### config.mk
export PLATFORM = sky130hd
export DESIGN_NAME = alu_sequencer_flat
export DESIGN_NICKNAME = d
export VERILOG_FILES = /design/src/rtl/alu_sequencer_if.sv /design/src/rtl/alu_sequencer.sv /design/src/flat_wrapper.sv
export SDC_FILE = /design/constraint.sdc
export NUM_CORES = 1
export LEC_CHECK = 0
export CAP_MARGIN = 5
export CORE_ASPECT_RATIO = 1.75
export CORE_MARGIN = 8
export CORE_UTILIZATION = 40
export DETAILED_ROUTE_END_ITERATION = 12
export PLACE_DENSITY = 0.8
export SYNTH_ARGS = -nofsm -noshare
export SYNTH_HDL_FRONTEND = slang
export SYNTH_SLANG_ARGS = --single-unit
### constraint.sdc
create_clock -name clk -period 3.27 [get_ports clk]
set_input_delay 0.8175 -clock clk [delete_from_list [all_inputs] [get_ports clk]]
set_output_delay 0.8175 -clock clk [all_outputs]
set_load 0.005 [all_outputs]
### src/rtl/alu_sequencer_if.sv
// Bundle between the alu_sequencer and its environment: instruction handshake,
// register-file read/write ports, ALU operand/result path and status outputs.
interface alu_sequencer_if;
  // Instruction channel: a word transfers on a rising edge where instr_valid
  // and instr_ready are both 1; the source holds instr stable until then.
  logic        instr_valid;
  logic        instr_ready;
  logic [31:0] instr;

  logic [4:0]  rs1_addr;
  logic [4:0]  rs2_addr;
  logic [31:0] rs1_data;
  logic [31:0] rs2_data;

  logic [31:0] alu_a;
  logic [31:0] alu_b;
  logic        alu_sel;
  logic [31:0] alu_result;

  logic        rd_we;
  logic [4:0]  rd_addr;
  logic [31:0] rd_data;

  logic        done;
  logic        illegal;
  logic [31:0] instret;

  // master: the sequencer itself; slave: instruction source, register file and ALU.
  modport master (
    input  instr_valid, instr, rs1_data, rs2_data, alu_result,
    output instr_ready, rs1_addr, rs2_addr, alu_a, alu_b, alu_sel,
           rd_we, rd_addr, rd_data, done, illegal, instret
  );

  modport slave (
    output instr_valid, instr, rs1_data, rs2_data, alu_result,
    input  instr_ready, rs1_addr, rs2_addr, alu_a, alu_b, alu_sel,
           rd_we, rd_addr, rd_data, done, illegal, instret
  );
endinterface

### src/rtl/alu_sequencer.sv
// Four-state sequencer that decodes ADD/SUB/ADDI/ANDI, drives an external
// add/AND ALU from register-file operands and issues a one-cycle write-back.
module alu_sequencer (
  input  logic            clk,
  input  logic            rst_n,
  alu_sequencer_if.master bus,
  output logic [1:0]      fsm_state
);

  typedef enum logic [1:0] {
    IDLE   = 2'd0,
    DECODE = 2'd1,
    EXEC   = 2'd2,
    WB     = 2'd3
  } state_t;

  typedef enum logic [1:0] {
    OP_ADD  = 2'd0,
    OP_SUB  = 2'd1,
    OP_ADDI = 2'd2,
    OP_ANDI = 2'd3
  } op_t;

  state_t      state;
  op_t         op_q;
  logic [31:0] instr_q;

  logic        dec_legal;
  op_t         dec_op;
  logic [31:0] imm;

  assign fsm_state = state;
  assign imm       = {{20{instr_q[31]}}, instr_q[31:20]};

  always_comb begin
    dec_legal = 1'b0;
    dec_op    = OP_ADD;
    if (instr_q[6:0] == 7'b0110011 && instr_q[14:12] == 3'b000) begin
      if (instr_q[31:25] == 7'b0000000) begin
        dec_legal = 1'b1;
        dec_op    = OP_ADD;
      end else if (instr_q[31:25] == 7'b0100000) begin
        dec_legal = 1'b1;
        dec_op    = OP_SUB;
      end
    end else if (instr_q[6:0] == 7'b0010011) begin
      if (instr_q[14:12] == 3'b000) begin
        dec_legal = 1'b1;
        dec_op    = OP_ADDI;
      end else if (instr_q[14:12] == 3'b111) begin
        dec_legal = 1'b1;
        dec_op    = OP_ANDI;
      end
    end
  end

  // Operands are only driven in EXEC; SUB becomes an add of the negated rs2.
  always_comb begin
    bus.alu_a   = 32'd0;
    bus.alu_b   = 32'd0;
    bus.alu_sel = 1'b0;
    if (state == EXEC) begin
      bus.alu_a = bus.rs1_data;
      case (op_q)
        OP_ADD:  bus.alu_b = bus.rs2_data;
        OP_SUB:  bus.alu_b = ~bus.rs2_data + 32'd1;
        default: bus.alu_b = imm;
      endcase
      bus.alu_sel = (op_q == OP_ANDI);
    end
  end

  always_ff @(posedge clk) begin
    if (!rst_n) begin
      state           <= IDLE;
      op_q            <= OP_ADD;
      instr_q         <= 32'd0;
      bus.instr_ready <= 1'b0;
      bus.rs1_addr    <= 5'd0;
      bus.rs2_addr    <= 5'd0;
      bus.rd_we       <= 1'b0;
      bus.rd_addr     <= 5'd0;
      bus.rd_data     <= 32'd0;
      bus.done        <= 1'b0;
      bus.illegal     <= 1'b0;
      bus.instret     <= 32'd0;
    end else begin
      bus.rd_we   <= 1'b0;
      bus.done    <= 1'b0;
      bus.illegal <= 1'b0;
      case (state)
        IDLE: begin
          // Ready is raised one cycle after reset release or an illegal drop.
          if (!bus.instr_ready) begin
            bus.instr_ready <= 1'b1;
          end else if (bus.instr_valid) begin
            instr_q         <= bus.instr;
            bus.rs1_addr    <= bus.instr[19:15];
            bus.rs2_addr    <= bus.instr[24:20];
            bus.instr_ready <= 1'b0;
            state           <= DECODE;
          end
        end
        DECODE: begin
          if (dec_legal) begin
            op_q  <= dec_op;
            state <= EXEC;
          end else begin
            bus.illegal <= 1'b1;
            bus.done    <= 1'b1;
            state       <= IDLE;
          end
        end
        EXEC: begin
          bus.rd_data <= bus.alu_result;
          bus.rd_addr <= instr_q[11:7];
          bus.rd_we   <= (instr_q[11:7] != 5'd0);
          bus.done    <= 1'b1;
          bus.instret <= bus.instret + 32'd1;
          state       <= WB;
        end
        WB: begin
          bus.instr_ready <= 1'b1;
          state           <= IDLE;
        end
        default: state <= IDLE;
      endcase
    end
  end

endmodule
### src/flat_wrapper.sv
// flat-port wrapper written by rule: the top's interface ports become plain ports
module alu_sequencer_flat 
  (clk, rst_n, fsm_state, bus_instr_valid, bus_instr, bus_rs1_data, bus_rs2_data, bus_alu_result, bus_instr_ready, bus_rs1_addr, bus_rs2_addr, bus_alu_a, bus_alu_b, bus_alu_sel, bus_rd_we, bus_rd_addr, bus_rd_data, bus_done, bus_illegal, bus_instret);
  alu_sequencer_if bus_i ();
  input  logic clk;
  input  logic rst_n;
  output logic [1:0] fsm_state;
  input wire logic [$bits(bus_i.instr_valid)-1:0] bus_instr_valid;
  input wire logic [$bits(bus_i.instr)-1:0] bus_instr;
  input wire logic [$bits(bus_i.rs1_data)-1:0] bus_rs1_data;
  input wire logic [$bits(bus_i.rs2_data)-1:0] bus_rs2_data;
  input wire logic [$bits(bus_i.alu_result)-1:0] bus_alu_result;
  output wire logic [$bits(bus_i.instr_ready)-1:0] bus_instr_ready;
  output wire logic [$bits(bus_i.rs1_addr)-1:0] bus_rs1_addr;
  output wire logic [$bits(bus_i.rs2_addr)-1:0] bus_rs2_addr;
  output wire logic [$bits(bus_i.alu_a)-1:0] bus_alu_a;
  output wire logic [$bits(bus_i.alu_b)-1:0] bus_alu_b;
  output wire logic [$bits(bus_i.alu_sel)-1:0] bus_alu_sel;
  output wire logic [$bits(bus_i.rd_we)-1:0] bus_rd_we;
  output wire logic [$bits(bus_i.rd_addr)-1:0] bus_rd_addr;
  output wire logic [$bits(bus_i.rd_data)-1:0] bus_rd_data;
  output wire logic [$bits(bus_i.done)-1:0] bus_done;
  output wire logic [$bits(bus_i.illegal)-1:0] bus_illegal;
  output wire logic [$bits(bus_i.instret)-1:0] bus_instret;
  assign bus_i.instr_valid = bus_instr_valid;
  assign bus_i.instr = bus_instr;
  assign bus_i.rs1_data = bus_rs1_data;
  assign bus_i.rs2_data = bus_rs2_data;
  assign bus_i.alu_result = bus_alu_result;
  assign bus_instr_ready = bus_i.instr_ready;
  assign bus_rs1_addr = bus_i.rs1_addr;
  assign bus_rs2_addr = bus_i.rs2_addr;
  assign bus_alu_a = bus_i.alu_a;
  assign bus_alu_b = bus_i.alu_b;
  assign bus_alu_sel = bus_i.alu_sel;
  assign bus_rd_we = bus_i.rd_we;
  assign bus_rd_addr = bus_i.rd_addr;
  assign bus_rd_data = bus_i.rd_data;
  assign bus_done = bus_i.done;
  assign bus_illegal = bus_i.illegal;
  assign bus_instret = bus_i.instret;
  alu_sequencer u_core (.clk(clk), .rst_n(rst_n), .bus(bus_i), .fsm_state(fsm_state));
endmodule
# After elaboration in Yosys (flattened, before gate mapping)
# Cells that the tools add are included.
[totals]
regBits = 119
inputBits = 131
output_inout_bits = 150
elab_cells = 63
[classes]
addsub = 2
eq_ne = 11
mux = 25
bitwise_logic = 1
n_reduce_logical = 12
[op_table]
columns = ["operator", "count"]
rows = [
  ["adder 32 x 1 -> 32 bit, second input constant", 2],
  ["2-to-1 mux 32 bit", 2],
  ["case mux 32 bit (2 select lines)", 1],
  ["NOT 32 bit", 1],
  ["2-to-1 mux 2 bit", 8],
  ["equality test 7 x 6 -> 1 bit, second input constant", 2],
  ["2-to-1 mux 1 bit", 11],
  ["case mux 2 bit (4 select lines)", 1],
  ["AND reduction 2 bit", 4],
  ["equality test 7 x 5 -> 1 bit, second input constant", 1],
  ["logical NOT 7 bit", 1],
  ["equality test 2 bit, second input constant", 3],
  ["nonzero test 5 bit", 1],
  ["equality test 2 x 1 -> 1 bit, second input constant", 2],
  ["logical NOT 2 bit", 2],
  ["case mux 1 bit (2 select lines)", 2],
  ["equality test 3 bit, second input constant", 1],
  ["logical NOT 3 bit", 1],
  ["AND reduction 3 bit", 1],
  ["inequality test 2 x 1 -> 1 bit, second input constant", 1],
  ["inequality test 2 bit, second input constant", 1],
  ["nonzero test 2 bit", 1],
  ["logical AND 1 bit", 1],
]

# Longest topological paths before layout
[logic_depth]
ltp_word = 7
depth_mapped = 8
depth_no_buf = 7

# Worst setup path after synthesis
# Ideal clock, no wire load.
[synth_timing]
kind = "input to output"
from = "input port bus_rs2_data[26]"
to = "output port bus_alu_b[30]"
arrival_ns = 2.250
required_ns = 2.453
slack_ns = 0.202
cell_stages = 4
path_buffers = 0
path_cell_list = "or4_4 > or4_1 > o311a_1 > nor3_1"
[synth_between]
elab_chain_len = 4
[synth_lines]
columns = ["item", "line_no", "rtl"]
rows = [
  ["from (decl)", "flat_wrapper.sv:11", "input wire logic [$bits(bus_i.rs2_data)-1:0] bus_rs2_data;"],
  ["NOT 32 bit", "alu_sequencer.sv:66", "OP_SUB: bus.alu_b = ~bus.rs2_data + 32'd1;"],
  ["adder 32 x 1 -> 32 bit", "alu_sequencer.sv:66", ""],
  ["case mux 32 bit (2 select lines)", "alu_sequencer.sv:64", "case (op_q)"],
  ["2-to-1 mux 32 bit", "alu_sequencer.sv:62", "if (state == EXEC) begin"],
  ["to (decl)", "flat_wrapper.sv:17", "output wire logic [$bits(bus_i.alu_b)-1:0] bus_alu_b;"],
]
# No other way between the ends.

# Worst setup path after layout
[layout_timing]
from = "input port bus_rs2_data[6]"
to = "output port bus_alu_b[28]"
# Same word-level chain as after synthesis.

==> impl_metrics.tcl <==
set metrics [dict create \
    final.min_clock_period_ns 3.455 \
    numPortBuffers 280 \
    power.static_leakage_nw 3.629 \
    area_of_the_multi_input_gates_mm2 0.003643 \
    critPathCaptureType "output pin" \
    synth.yosys.seq_area_share_pct 38.66 \
    hold_class "register to register" \
    regToRegEndpoint "u_core.bus.instret[20]$_SDFFE_PN0P_" \
    seqCellArea_mm2 0.002182 \
    worstPathRequired_ns 2.45 \
    first_global_vias 6402 \
    finalSetupViolCount 14 \
    vdd_ir_drop_max_v 0.0003309 \
    synth.top_cell.area_share_pct 38.66 \
    cts_tree "yes" \
    yosys_most_used_dff "sky130_fd_sc_hd__dfxtp_1" \
    max_clock_freq_ghz 0.2895 \
    layout.filler_cells 1041 \
    fin_ws_ns -0.1847 \
    post-synth-top-area-cell "sky130_fd_sc_hd__dfxtp_1" \
    post-route-drc-count 0 \
    tightestPinTransition_ns 0.6738 \
    overall_track_demand_over_capacity_in_global_routing_pct 23.32 \
    chipHeight_um 173.1 \
    crit_path_frequent_cell "sky130_fd_sc_hd__buf_8" \
    slew_viol_final 0 \
    std_cell_rows 57 \
    number_of_antenna_violations_at_the_first_check_in_global_routing 1 \
    setup.worst_path.start_class "input port" \
    start_util_pct 40.79 \
    crit_start "bus_rs2_data[6]" \
    synth_fa_ha_area_share_pct 1.552 \
    share_of_synthesized_area_spent_on_multiplexers_pct 7.803 \
    die_w_um 105.8 \
    synth.ff_latch_count 109 \
    regToRegStartpoint "u_core.fsm_state[0]$_SDFFE_PN0P_" \
    largest_net_degree_at_the_start_of_global_routing 66 \
    worst_ep_arrival_time_ns 2.64 \
    netlist_top_cells_area "sky130_fd_sc_hd__dfxtp_1 39%, sky130_fd_sc_hd__mux2i_1 7.8%, sky130_fd_sc_hd__nand2_1 6.2%, sky130_fd_sc_hd__xor2_1 5.9%, sky130_fd_sc_hd__a21oi_1 5.7%" \
    dp.final_hpwl_mm 16.48 \
    layout.core_utilization_pct 70.92 \
    synth-async-reset-ratio_pct 0 \
    timing.max_cap.violations 0 \
    cts_root_buffer "sky130_fd_sc_hd__clkbuf_16" \
    path_max_fanout 5 \
    failed_checks "setup timing" \
    synth_compound_gate_area_share_pct 12.17 \
    final.setup_skew_ns 0.01136 \
    avgRoutedWirePerCell_um 19.16 \
    netlist_area_before_placement_mm2 0.005644 \
    finalWirelength_mm 23.19 \
    grt.overflow.total 0 \
    share_of_cells_above_drive_strength_1_pct 20.74 \
    drt-pass1-iter-count 5 \
    synth_xor_area_share_pct 8.224 \
    status "complete, but fails checks" \
    vias 6324 \
    grt_first_pass_wirelength_mm 34.51 \
    final_hold_vios 0 \
    die-area_mm2 0.01832 \
    final_net_count 1165 \
    cts.sink_count 109 \
    core_ar_mm2 0.01384 \
    gp_routability_congestion 0.9415 \
    postRouteAntennaNets 0 \
    worst_path_cell_trace "buf_8, nor4_4, buf_4, nand4_4, buf_8, buf_12, o41ai_4, xor2_1, a21oi_1, buf_2" \
    worst_case_clock_buffer_depth 2 \
    count_of_flip_flops_with_a_built_in_enable_after_synthesis 0 \
    cts_htree_levels 3 \
    post_drt_via_cell_ratio 5.226 \
    clk_pin_slew_ns 0.08 \
    critPathCapture "bus_alu_b[28]" \
    yosys_warnings 0 \
    syn_inst 693 \
    rr_worst_depth 7 \
    delay_of_the_slowest_cell_on_the_worst_path_ns 0.35 \
    regToRegSetupSlack_ns 1.09 \
    post_synth_num_cell_types 53 \
    critPathKind "input port to output pin" \
    clk_latency_worst_skew_pair_ns 0.34 \
    fin_total_pwr_mw 2.895 \
    synth_simple_gate_area_share_pct 27.02 \
    synthesis.area_per_instance_um2 8.145 \
    finalCritPeriodShare_pct 105.6 \
    synth_top_family_by_area "simple AND/OR/NAND/NOR gates" \
    top_level_ports 281 \
    numCtsBuffers 9 \
    powerDensity_mw_per_mm2 295.0 \
    drt_first_iter_violations 341 \
    mappedNetlistNets 831 \
    critical_path.slowest_cell "sky130_fd_sc_hd__nor4_4" \
    layout-area-overhead-vs-synth_pct 73.84 \
    grt_setup_unrepaired "true" \
    slew_headroom_pct 55.08 \
]
-- final cells by class --
type | instances | area share, %
diodes | 1 | 0.02550
repair buffers | 370 | 34.90
clock inverters | 6 | 0.6376
flip-flops and latches | 109 | 22.24
multi-input cells | 526 | 37.13
well taps | 177 | 2.257
clock buffers | 10 | 2.334
inverters | 11 | 0.4718
-- stage by stage --
step | instance area, um2 | hold WS [ns] | setup TNS, ns | cells | setup slack [ns]
after detailed placement | 8931 | 0.4465 | -20.41 | 1165 | -0.8694
after global placement | 8931 | 0.4420 | -19.48 | 1165 | -0.8407
after global routing | 9812 | 0.4863 | -1.729 | 1210 | -0.2260
after CTS | 9657 | 0.4579 | -1.229 | 1208 | -0.1596
final | 9812 | 0.4551 | -0.9817 | 1210 | -0.1847
after floorplan | 5644 | 0.4316 | 0 | 693 | 0.2025
-- sequential cells by signal, summed over array words and instances, names as in the netlist, named ones only --
register,count
u_core.bus.illegal,1
u_core.bus.rd_we,1
u_core.bus.instret,32
u_core.op_q,2
u_core.fsm_state,1
u_core.bus.rd_addr,5
u_core.bus.done,1
u_core.instr_q,32
u_core.bus.instr_ready,1
u_core.bus.rd_data,32
-- synth_stat cells, types with 8 or more instances --
library cell / number
sky130_fd_sc_hd__dfxtp_1: 109
sky130_fd_sc_hd__nand2_1: 93
sky130_fd_sc_hd__nor2_1: 82
sky130_fd_sc_hd__a21oi_1: 64
sky130_fd_sc_hd__mux2i_1: 44
sky130_fd_sc_hd__xor2_1: 38
sky130_fd_sc_hd__and2_1: 34
sky130_fd_sc_hd__clkbuf_1: 29
sky130_fd_sc_hd__nand3_1: 18
sky130_fd_sc_hd__nand4_1: 18
sky130_fd_sc_hd__o21ai_0: 18
sky130_fd_sc_hd__xnor2_1: 15
sky130_fd_sc_hd__nor3_1: 12
sky130_fd_sc_hd__buf_4: 10
sky130_fd_sc_hd__o31ai_1: 10
sky130_fd_sc_hd__inv_1: 8
-- cells by family (layout without fill, tap and decap cells) --
kind of cell / count (synthesis) / after routing
simple gates: 306 / 306
compound gates: 116 / 116
flops: 109 / 109
buf+inv: 58 / 397
xor+xnor: 53 / 53
mux: 44 / 44
fa+ha+maj: 7 / 7
other cells: 0 / 1
-- power by group --
part | switching [mW] | total (mW) | internal [mW]
logic | 0.199 | 0.457 | 0.258
clock network | 0.513 | 1.05 | 0.539
registers | 0.0268 | 1.39 | 1.36
total | 0.739 | 2.89 | 2.16
-- critical path, delay by kind of cell --
kind	cells	cell delay [ns]
simple gates	2	0.43
compound gates	2	0.44
buf+inv	5	0.73
xor+xnor	1	0.21
-- worst min-delay path by stage --
stage	slack [ns]	from	depth (start not counted)	endpoint
floorplan	0.43	u_core.instr_q[4]$_SDFFE_PN0P_	2	u_core.instr_q[4]$_SDFFE_PN0P_
global placement	0.44	u_core.instr_q[18]$_SDFFE_PN0P_	2	u_core.instr_q[18]$_SDFFE_PN0P_
detailed placement	0.45	u_core.instr_q[16]$_SDFFE_PN0P_	2	u_core.instr_q[16]$_SDFFE_PN0P_
CTS	0.46	u_core.instr_q[16]$_SDFFE_PN0P_	2	u_core.instr_q[16]$_SDFFE_PN0P_
global route	0.49	u_core.instr_q[15]$_SDFFE_PN0P_	2	u_core.instr_q[15]$_SDFFE_PN0P_
finish	0.46	u_core.instr_q[15]$_SDFFE_PN0P_	2	u_core.instr_q[15]$_SDFFE_PN0P_
-- routing by layer --
metal,up-vias,GRT usage [%],routed length (um)
li1,3045,-,-
met1,2961,23.06,8315
met2,268,44.66,12700
met3,50,5.138,1451
met4,0,9.617,723
met5,-,0,0
-- layout by cell type, fill, tap and decap left out, drive strengths merged, types with 2 or more instances in the layout --
| cell | instances |
|---|---|
| xnor2 | 15 |
| nor4 | 10 |
| nor3 | 12 |
| mux2i | 44 |
| a211oi | 2 |
| or2b | 2 |
| clkdlybuf4s15 | 3 |
| o21ai | 19 |
| clkbuf | 15 |
| or4 | 3 |
| o21a | 6 |
| and4 | 3 |
| clkdlybuf4s50 | 222 |
| nor4b | 2 |
| nand4 | 20 |
| nor2 | 82 |
| o41ai | 7 |
| o31ai | 11 |
| ha | 7 |
| or2 | 3 |
| nand2 | 93 |
| buf | 131 |
| and2 | 35 |
| dlymetal6s2s | 3 |
| nor3b | 4 |
| dfxtp | 109 |
| nand3 | 18 |
| clkinv | 4 |
| o22ai | 2 |
| and3 | 5 |
| a21oi | 64 |
| or3 | 9 |
| nand2b | 3 |
| dlygate4sd2 | 6 |
| xor2 | 38 |
| inv | 12 |
-- timing repair --
action | CTS | global route
hold buffers | 0 | 0
gates resized for setup | 252 | 60
pin swaps | 53 | 55
setup buffers | 27 | 3
endpoints found under the setup margin | 31 | 30
No activity file was read; power rests on OpenSTA's default activity.
==> variant 1: new RTL, same flow settings <==
Re-encode `op_t` (4 values) as Gray code, 2 bits wide.
--- a/src/rtl/alu_sequencer.sv
+++ b/src/rtl/alu_sequencer.sv
@@ -15,10 +15,10 @@
   } state_t;
 
   typedef enum logic [1:0] {
-    OP_ADD  = 2'd0,
-    OP_SUB  = 2'd1,
-    OP_ADDI = 2'd2,
-    OP_ANDI = 2'd3
+    OP_ADD  = 2'b00,
+    OP_SUB  = 2'b01,
+    OP_ADDI = 2'b11,
+    OP_ANDI = 2'b10
   } op_t;
 
   state_t      state;
Behaviour: same outputs for any inputs over 4 cycles, from zero or initial values and one cycle with rst_n low; so few cycles prove little.
==> variant 1 against the original RTL <==
The flow still finishes with violations (negative setup slack). Combinational power up 9.0%. Global-route usage up 1.1 points. Via count up 10%. Sequential cell count unchanged. Design area up 5.0%. Setup slack better by 0.10 ns. Power up 1.6%. Wire length up 10%. Synthesized area up 6.6%. Critical endpoint is now bus_alu_b[14]. Largest cell class unchanged. Highest routed layer unchanged.
==> variant 1: results (changes against the original RTL) <==
{| class="wikitable"
! Metric !! Value
|-
| Peak fanout along the critical path || 3 (was 5)
|-
| Setup total negative slack || -0.1873 ns (was -0.9817 ns)
|-
| Mean post-synth cell area || 8.086 um^2 (was 8.145 um^2)
|-
| Setup slack on the worst flop-to-flop path || 0.73 ns (was 1.09 ns)
|-
| Placed Cells incl. Taps || 1227 (was 1165)
|-
| Area after DPL || 9397 um^2 (was 8931 um^2)
|-
| Status || finished, violations left (unchanged)
|-
| Largest cells by area after synthesis || sky130_fd_sc_hd__dfxtp_1 36%, sky130_fd_sc_hd__mux2i_1 7.0%, sky130_fd_sc_hd__nand2_1 6.2% (was sky130_fd_sc_hd__dfxtp_1 39%, sky130_fd_sc_hd__mux2i_1 7.8%, sky130_fd_sc_hd__nand2_1 6.2%)
|-
| Synthesized netlist net count || 882 (was 831)
|-
| Crit-path slowest cell || sky130_fd_sc_hd__or4_4 (was sky130_fd_sc_hd__nor4_4)
|-
| Fraction of layout instances using a drive strength above 1 || 0.2241 (was 0.2074)
|-
| Number of non-filler instances in the completed layout || 1273 (was 1210)
|-
| DPL Wire Length || 18.46 mm (was 16.48 mm)
|-
| Worst supply voltage drop on vdd || 0.3477 mV (was 0.3309 mV)
|-
| Wire length of the first global-routing pass || 37.28 mm (was 34.51 mm)
|-
| Count of vias placed by the detailed router || 6976 (was 6324)
|-
| Hold Path Origin || u_core.instr_q[17]$_SDFFE_PN0P_ (was u_core.instr_q[15]$_SDFFE_PN0P_)
|-
| Fraction of met1 tracks used by global routing || 0.2471 (was 0.2306)
|-
| Violated checks || negative setup slack (unchanged)
|-
| Post-route setup slack || -0.08235 ns (was -0.1847 ns)
|-
| Count of routing violations after the opening detailed-route iteration || 359 (was 341)
|-
| Length of routed met2 wiring || 13.61 mm (was 12.70 mm)
|-
| Pre-CTS worst setup slack || -0.9381 ns (was -0.8694 ns)
|-
| Count of endpoints failing setup in the final report || 7 (was 14)
|-
| Vias in the first global route || 7058 (was 6402)
|}
[variant 1: cell count changes after synthesis, moves of 9 or more]
cell and change:
sky130_fd_sc_hd__clkbuf_1 +14, sky130_fd_sc_hd__a21oi_1 -9, sky130_fd_sc_hd__o21ai_0 +14, sky130_fd_sc_hd__inv_1 +9, sky130_fd_sc_hd__nor2_1 -17, sky130_fd_sc_hd__or3_1 +14, sky130_fd_sc_hd__xor2_1 -26, sky130_fd_sc_hd__o211a_1 +12
sky130_fd_sc_hd__nor3_1 +15
[variant 1: layout make-up]
class / instances / area (um^2)
clock inverters: 7 / 65.06
clock buffers: 9 / 225.2
diodes: 1 / 2.502
repair buffers: 391 / 3596
well taps: 183 / 229.0
inverters: 17 / 68.82
flip-flops and latches: 109 / 2182
fillers: 1156 / 4462
multi-input cells: 556 / 3934
[variant 1: worst max-delay path by stage]
stage          cells after the start            end             start  slack, ns
2_1_floorplan                      6  bus_alu_b[30]   bus_rs2_data[1]       0.21
3_3_place_gp                      10  bus_alu_b[30]   bus_rs2_data[0]      -0.86
3_5_place_dp                      10  bus_alu_b[30]   bus_rs2_data[0]      -0.94
4_1_cts                            9  bus_alu_b[14]   bus_rs2_data[1]      -0.06
5_1_grt                            9  bus_alu_b[14]   bus_rs2_data[1]      -0.16
6_report                           7  bus_alu_b[14]  bus_rs2_data[11]      -0.08
[variant 1: cells by family (layout without fill, tap and decap cells)]
group	Yosys count	in the layout	share of synthesized area
compound gates	151	151	0.1720
xor+xnor	22	22	0.03203
fa+ha+maj	7	7	0.01456
buf+inv	79	424	0.06115
flops	109	109	0.3627
mux	42	42	0.06988
other cells	0	1	0
simple gates	334	334	0.2876
[variant 1: repair_timing]
item                       CTS  global route
pin swaps                   39            42
setup endpoints to repair   31            28
resized for setup          224            72
setup buffers               21             8
==> variant 2: new RTL, config.mk and constraints unchanged <==
Without the edit above. Reset style: asynchronous (`rst_n`), changed in one clocked block.
--- a/src/rtl/alu_sequencer.sv
+++ b/src/rtl/alu_sequencer.sv
@@ -70,7 +70,7 @@
     end
   end
 
-  always_ff @(posedge clk) begin
+  always_ff @(posedge clk or negedge rst_n) begin
     if (!rst_n) begin
       state           <= IDLE;
       op_q            <= OP_ADD;
Check against the original RTL: differs if rst_n is asserted again (counterexample within 4 cycles, from zero or initial values and one cycle with rst_n low); with rst_n held inactive, the same outputs for 4 cycles.
==> variant 2 against the original RTL <==
The flow still finishes with violations (negative setup slack). Global-route usage decreased by 1.1 points. Wire length decreased by 2.0%. Sequential cell count is the same. Design area grew 4.9%. Clock skew is essentially flat. Synthesized area rose by 6.3%. First-iteration DRC count shrank 8.8%. Via count is 4.9% lower. Synthesized cell count is 18% lower. Setup slack worse by 0.083 ns. Critical endpoint unchanged.
Power is not compared: it rests on default switching activity, and its combinational part moved more than twofold at a synthesized area within 25%.
==> variant 2: results (changes against the original RTL) <==
{| class="wikitable"
! Metric !! Value
|-
| Status || finished, violations left (unchanged)
|-
| Violated checks || negative setup slack (unchanged)
|-
| WL met1 || 7.616 mm (was 8.315 mm)
|-
| Share of flip-flops with an asynchronous set or reset after synthesis || 1.000 (was 0)
|-
| Setup total negative slack || -2.510 ns (was -0.9817 ns)
|-
| Share of synthesized area occupied by flip-flops and latches || 0.4547 (was 0.3866)
|-
| Via/cell ratio || 5.476 (was 5.226)
|-
| List of most frequent post-synthesis cells || 109 x sky130_fd_sc_hd__dfrtp_1, 71 x sky130_fd_sc_hd__mux2_2, 32 x sky130_fd_sc_hd__and2_1 (was 109 x sky130_fd_sc_hd__dfxtp_1, 93 x sky130_fd_sc_hd__nand2_1, 82 x sky130_fd_sc_hd__nor2_1)
|-
| Number of nets in the layout || 1049 (was 1165)
|-
| Cell family with the largest share of critical-path delay || simple AND/OR/NAND/NOR gates (was buffers and inverters)
|-
| Final routed wire length divided by cell count || 20.69 um (was 19.16 um)
|-
| Routed length on met3 || 1.994 mm (was 1.451 mm)
|-
| Antenna diode count || 0 (was 1)
|-
| DR pass1 iterations || 4 (was 5)
|-
| Final Wtd Congestion || 0.8664 (was 0.9415)
|-
| Synthesized netlist net count || 705 (was 831)
|-
| Filler cell count in the final layout || 1093 (was 1041)
|-
| Crit-path slowest cell || sky130_fd_sc_hd__or4_4 (was sky130_fd_sc_hd__nor4_4)
|-
| Number of distinct library cell variants in the gate-level netlist after synthesis || 49 (was 53)
|-
| Uppermost layer routed || met5 (was met4)
|-
| Count of endpoints failing setup in the final report || 20 (was 14)
|-
| Adder-cell share of the synthesized area || 0.01460 (was 0.01552)
|-
| Synthesized-area fraction occupied by xor and xnor cells || 0.06425 (was 0.08224)
|-
| Largest cells by area after synthesis || sky130_fd_sc_hd__dfrtp_1 45%, sky130_fd_sc_hd__mux2_2 13%, sky130_fd_sc_hd__xnor2_1 4.1% (was sky130_fd_sc_hd__dfxtp_1 39%, sky130_fd_sc_hd__mux2i_1 7.8%, sky130_fd_sc_hd__nand2_1 6.2%)
|-
| Post-route setup slack || -0.2677 ns (was -0.1847 ns)
|-
| Vias in the first global route || 6361 (was 6402)
|-
| Length of routed met2 wiring || 12.09 mm (was 12.70 mm)
|-
| Stage delay of the slowest cell on the critical path || 0.58 ns (was 0.35 ns)
|}
==> variant 2: cell count changes after synthesis, sizes merged, moves of 14 or more <==
cell,unedited run,this run
xor2,38,16
nor2,82,24
dfrtp,0,109
mux2i,44,4
dfxtp,109,0
a21oi,64,12
mux2,0,71
nor3,12,26
nand2,93,23
==> variant 2: through the flow <==
step	instance area [um^2]	cells
floorplan	6032	567
global placement	9370	1053
detailed placement	9370	1053
CTS	10080	1087
global route	10290	1098
finish	10290	1098
==> variant 2: layer usage <==
metal  global-route usage  vias up
met2               0.4083      306
met5                    0        -
li1                     -     2754
met3              0.07055       76
met4               0.1044        2
met1               0.2177     2875
==> variant 2: power breakdown <==
part	internal [mW]	leakage, nW	switching, mW	total [mW]
Sequential	1.66	1.44	0.213	1.87
Combinational	0.994	2.84	0.755	1.75
Clock	0.600	0.148	0.500	1.10
==> variant 2: path summary, 6_finish.rpt <==
check / to / slack [ns] / from / cells after the start
hold / removal: u_core.bus.instret[12]$_DFFE_PN0P_ / 0.45 / rst_n / 1
setup / recovery: bus_alu_b[28] / -0.27 / bus_rs2_data[20] / 7
hold reg to reg: u_core.bus.instret[31]$_DFFE_PN0P_ / 0.49 / u_core.bus.instret[31]$_DFFE_PN0P_ / 1
min in group clk: u_core.bus.instret[31]$_DFFE_PN0P_ / 0.49 / u_core.bus.instret[31]$_DFFE_PN0P_ / 1
max in group asynchronous: u_core.bus.illegal$_DFF_PN0_ / 2.06 / rst_n / 2
setup reg to reg: u_core.bus.instret[29]$_DFFE_PN0P_ / 0.98 / u_core.fsm_state[0]$_DFFE_PN0P_ / 8
==> variant 2: cell type report <==
class                   instances  area share
multi-input cells             409      0.3423
repair buffers                374      0.3380
flip-flops and latches        109      0.2650
well taps                     183     0.02225
clock buffers                   9     0.02188
clock inverters                 6    0.007052
inverters                       8    0.003526
